### src/rtl/mem_port_arbiter.sv
// Arbiter sharing one single-ported, fixed-latency memory between the
// instruction-fetch port (IF) and the data port (MEM). One access is in
// flight at a time. MEM normally wins; a starvation counter bounds how long
// a waiting fetch can be held off.
module mem_port_arbiter #(
    parameter int ADDR_W     = 32,
    parameter int DATA_W     = 32,
    parameter int MEM_LAT    = 2,
    parameter int STARVE_MAX = 4
) (
    input  logic              clk,
    input  logic              rst,
    // fetch port
    input  logic              if_req,
    input  logic [ADDR_W-1:0] if_addr,
    input  logic              if_kill,
    output logic              if_ack,
    output logic [DATA_W-1:0] if_rdata,
    output logic              if_stall,
    // data port
    input  logic              mem_req,
    input  logic              mem_we,
    input  logic [ADDR_W-1:0] mem_addr,
    input  logic [DATA_W-1:0] mem_wdata,
    output logic              mem_ack,
    output logic [DATA_W-1:0] mem_rdata,
    output logic              mem_stall,
    // memory side
    output logic              ram_en,
    output logic              ram_we,
    output logic [ADDR_W-1:0] ram_addr,
    output logic [DATA_W-1:0] ram_wdata,
    input  logic [DATA_W-1:0] ram_rdata
);

    localparam int CNT_W = $clog2(MEM_LAT + 1);
    localparam int SW    = $clog2(STARVE_MAX + 1);

    typedef enum logic {IDLE, BUSY} state_t;

    state_t         state_q, state_d;
    logic [CNT_W-1:0] cnt_q, cnt_d;      // cycles left until completion
    logic           own_mem_q, own_mem_d; // 1 = access belongs to MEM
    logic           we_q, we_d;           // in-flight access is a store
    logic           killed_q, killed_d;   // in-flight fetch was cancelled
    logic [SW-1:0]  starve_q, starve_d;   // MEM grants while IF waited

    logic grant_mem, grant_if;

    // State register with synchronous reset
    always_ff @(posedge clk) begin
        if (rst) begin
            state_q   <= IDLE;
            cnt_q     <= '0;
            own_mem_q <= 1'b0;
            we_q      <= 1'b0;
            killed_q  <= 1'b0;
            starve_q  <= '0;
        end else begin
            state_q   <= state_d;
            cnt_q     <= cnt_d;
            own_mem_q <= own_mem_d;
            we_q      <= we_d;
            killed_q  <= killed_d;
            starve_q  <= starve_d;
        end
    end

    // Grant, access sequencing, completion and starvation tracking
    always_comb begin
        state_d   = state_q;
        cnt_d     = cnt_q;
        own_mem_d = own_mem_q;
        we_d      = we_q;
        killed_d  = killed_q;
        starve_d  = starve_q;
        grant_mem = 1'b0;
        grant_if  = 1'b0;
        ram_en    = 1'b0;
        ram_we    = 1'b0;
        ram_addr  = '0;
        ram_wdata = '0;
        if_ack    = 1'b0;
        if_rdata  = '0;
        mem_ack   = 1'b0;
        mem_rdata = '0;

        unique case (state_q)
            IDLE: begin
                // MEM holds the older instruction, so it wins unless IF has
                // already been passed over STARVE_MAX times in a row.
                grant_mem = mem_req && !(if_req && starve_q == SW'(STARVE_MAX));
                grant_if  = if_req && !grant_mem;
                if (grant_mem) begin
                    ram_en    = 1'b1;
                    ram_we    = mem_we;
                    ram_addr  = mem_addr;
                    ram_wdata = mem_we ? mem_wdata : '0;
                    state_d   = BUSY;
                    cnt_d     = mem_we ? CNT_W'(1) : CNT_W'(MEM_LAT);
                    own_mem_d = 1'b1;
                    we_d      = mem_we;
                    killed_d  = 1'b0;
                end else if (grant_if) begin
                    ram_en    = 1'b1;
                    ram_addr  = if_addr;
                    state_d   = BUSY;
                    cnt_d     = CNT_W'(MEM_LAT);
                    own_mem_d = 1'b0;
                    we_d      = 1'b0;
                    killed_d  = 1'b0;
                end
            end
            BUSY: begin
                cnt_d = cnt_q - CNT_W'(1);
                // A redirect cannot stop the memory, so the fetch runs to
                // completion and only its acknowledge is dropped.
                if (!own_mem_q && if_kill)
                    killed_d = 1'b1;
                if (cnt_q == CNT_W'(1)) begin
                    state_d  = IDLE;
                    killed_d = 1'b0;
                    if (own_mem_q) begin
                        mem_ack   = 1'b1;
                        mem_rdata = we_q ? '0 : ram_rdata;
                    end else if (!(killed_q || if_kill)) begin
                        if_ack   = 1'b1;
                        if_rdata = ram_rdata;
                    end
                end
            end
            default: state_d = IDLE;
        endcase

        if (!if_req || grant_if)
            starve_d = '0;
        else if (grant_mem && starve_q < SW'(STARVE_MAX))
            starve_d = starve_q + SW'(1);

        // Hold every output quiet while reset is asserted
        if (rst) begin
            ram_en    = 1'b0;
            ram_we    = 1'b0;
            ram_addr  = '0;
            ram_wdata = '0;
            if_ack    = 1'b0;
            if_rdata  = '0;
            mem_ack   = 1'b0;
            mem_rdata = '0;
        end
    end

    // Pipeline stall requests
    always_comb begin
        if_stall  = ~rst & if_req & ~if_ack;
        mem_stall = ~rst & mem_req & ~mem_ack;
    end

endmodule

### config.mk
export PLATFORM = sky130hd
export DESIGN_NAME = mem_port_arbiter
export DESIGN_NICKNAME = d
export VERILOG_FILES = /design/src/rtl/mem_port_arbiter.sv
export SDC_FILE = /design/constraint.sdc
export NUM_CORES = 1
export LEC_CHECK = 0
export CELL_PAD_IN_SITES_DETAIL_PLACEMENT = 1
export CELL_PAD_IN_SITES_GLOBAL_PLACEMENT = 1
export CORE_AREA = 2 2 103 130
export DETAILED_ROUTE_END_ITERATION = 6
export DIE_AREA = 0 0 105 132
export GPL_TIMING_DRIVEN = 0
export PLACE_DENSITY_LB_ADDON = 0.1
export SLEW_MARGIN = 10
export SYNTH_ARGS = -nofsm -noshare
export SYNTH_HDL_FRONTEND = slang
export SYNTH_SLANG_ARGS = --single-unit
### constraint.sdc
create_clock -name clk -period 2.7 [get_ports clk]
set_input_delay 0.54 -clock clk [delete_from_list [all_inputs] [get_ports clk]]
set_output_delay 0.54 -clock clk [all_outputs]
set_load 0.01 [all_outputs]
==> out/qor.csv <==
metric,value,unit
cts bufs inserted,3,
Post-Synth Adder-Cell Area,2.147,%
antenna violations before repair,0,
number of max-cap violations,0,
syn avg cell area,6.243,µm²
Tmin final,2.641,ns
All-Layer GR Usage,15.39,%
Setup WS pre-CTS,-0.5530,ns
final worst slack,0.05897,ns
Layout area overhead,173.7,%
Max VDD drop,0.1440,mV
"most common cell after layout, fill and taps aside",clkdlybuf4s50_1,
Post-synth top flop,dfxtp_1,
Final Hold Vio Count,0,
Routed WL per cell,15.61,µm
Tightest Hold Check Type,reg -> reg,
DRT Wirelength,11430,µm
input/output buffers,267,
Placed Cells incl. Taps,715,
Ant. Diodes,0,
chip width,105,µm
critical path launch point type,input port,
HPWL after DPL,9668,µm
Leak,0.002374,µW
routed vias/inst,4.247,
Fmax,378.6,MHz
CTS root buf,clkbuf_16,
first-pass GRT wire length,17460,µm
layout cells sized above 1,10.99,%
CTS tree,done,
Die Span Y,132,µm
mux contribution to synthesized area,0.5727,%
Compound-Gate Fraction of Synth Area,14.75,%
H-tree levels,1,
Synth Cell Area,0.001748,mm²
# fillers,1652,
Multi-input gate area,0.001418,mm²
clock buffer depth,2,
Iter 0 DRT Violations,74,
final core utilization,38.13,%
DRC viols,0,
Cells after Synth,280,
CTS hold repair buffers,0,
Critical Path End Type,output port,
vias in the first global route,3179,
nets@finish,702,
"antenna viol nets, final",0,
share of power burned in combinational logic,51.4,%
Pwr per Cell Area,178.5,mW/mm²
Worst Tran Pin Value,0.2660,ns
YS warnings,0,
post-route clock period utilization,97.82,%
Starting Density,13.93,%
Seq pwr share,17.6,%
Async SR Flop Fraction,0,%
critical path arrival,2.10,ns
Worst slew margin,82.23,%
register area,180.2,µm²
simple-gate share of the synthesized area,61.99,%
syn_nets,417,
largest family of logic cells by synthesized area,simple AND/OR/NAND/NOR gates,
Congestion Overflow GR,0,
Post-synth EDFFs,0,
sequential element share of the synthesized area,10.31,%
GP Congestion,0.7434,
kind of critical path,in -> out,
switching share of power,28.35,%
WP data required,2.16,ns
Synth Area in XOR/XNOR,0,%
die area,0.01386,mm²
# setup viols final,0,
internal power,611.9,µW
status,"complete, no violations",
Placeable Area,0.01255,mm²
routed via count,3109,
most frequent cells in the layout,"clkdlybuf4s50_1 (139), dlygate4sd2_1 (105), and2_1 (96), nand3_1 (65), a21oi_1 (37)",
"Reg clk slew, reported paths",0.04,ns
CP max FO,10,
FP Rows,46,
switching pwr,242.1,µW
Non-Filler Instances,732,
largest net degree at the start of global routing,11,
clock network fraction of total power,31.0,%
clk sinks,9,
skew final,0.001107,ns
"flops & latches, synth",9,
Max Slew Vio Count,0,
post-synth cell types,32,
Pre-antenna DRT Iters,4,
worst-skew pair later-pin latency,0.24,ns
number of top-level pins,268,
## state kept, by name (all words and copies together) (netlist names)
register	cells
state_q	1
we_q	1
starve_q	3
own_mem_q	1
cnt_q	2
killed_q	1
## power by group through the flow
stage               clock network, µW  registers [µW]  logic (µW)
finish                            265             150         439
global route                      277             151         477
CTS                               266             150         444
detailed placement                  0             151         458
global placement                    0             151         449
floorplan                           0             149         143
## cell families (layout without fill, tap and decap cells)
| group | count (synthesis) | in the layout |
|---|---|---|
| fa+ha+maj | 3 | 3 |
| simple gates | 185 | 185 |
| compound gates | 46 | 46 |
| mux | 1 | 1 |
| flops | 9 | 9 |
| buf+inv | 36 | 320 |
## through the flow
stage                     hold slack [ns]  cell area [µm²]  total power [µW]  TNS [ns]
after floorplan                    0.4655             1748             292.3         0
after global placement             0.4805             4631             599.6    -46.85
after detailed placement           0.4895             4631             609.4    -50.44
after CTS                          0.5155             4775             860.3         0
after global routing               0.5326             4785             905.1  -0.05593
final                              0.5100             4785             854.0         0
## cells in the mapped netlist, drive strengths merged, types with 2 or more instances
library cell	count	share of area (%)
nor3	5	1.7
inv	6	1.3
and4b	2	1.4
nand3	66	19
nor2	7	1.5
nor3b	2	0.86
a311oi	2	1.0
ha	3	2.1
dfxtp	9	10
and2	96	34
clkbuf	10	2.1
buf	20	6.8
a21oi	37	11
## area by class of cell
| type | count | share of cell area [%] |
|---|---|---|
| timing repair buffer | 280 | 55.36 |
| multi-input combinational | 235 | 29.63 |
| buffer | 30 | 4.707 |
| tap | 168 | 4.393 |
| sequential | 9 | 3.766 |
| clock buffer | 3 | 1.569 |
| inverter | 6 | 0.4707 |
| clock inverter | 1 | 0.1046 |
## metal layers
metal	global-route usage (%)	up-vias	share of wire, %
met5	0	-	0
met4	3.852	0	1.8
met3	4.152	15	8.5
met2	29.87	173	51
met1	16.14	1403	39
li1	-	1518	-
## critical path, cell delays in order
cell and delay (ns):
dlygate4sd2_1 0.24, nand3b_1 0.25, buf_4 0.20, nor3_4 0.20
buf_6 0.15, buf_6 0.12, and2_1 0.14, dlygate4sd2_1 0.27
## path summary, 6_finish.rpt
kind                    start            end  slack, ns  depth (start not counted)
hold / removal       cnt_q[1]       cnt_q[1]       0.51                          1
hold reg to reg      cnt_q[1]       cnt_q[1]       0.51                          1
setup / recovery          rst  mem_rdata[15]       0.06                          8
setup reg to reg  starve_q[0]      own_mem_q       1.30                          5
## timing repair
action | in CTS | in global routing
gates cloned | 2 | 0
setup endpoints to repair | 133 | 43
hold endpoints to repair | 0 | 0
pin swaps | 3 | 0
setup buffers | 10 | 1
gates resized for setup | 204 | 1
(Power assumes the default switching activity.)
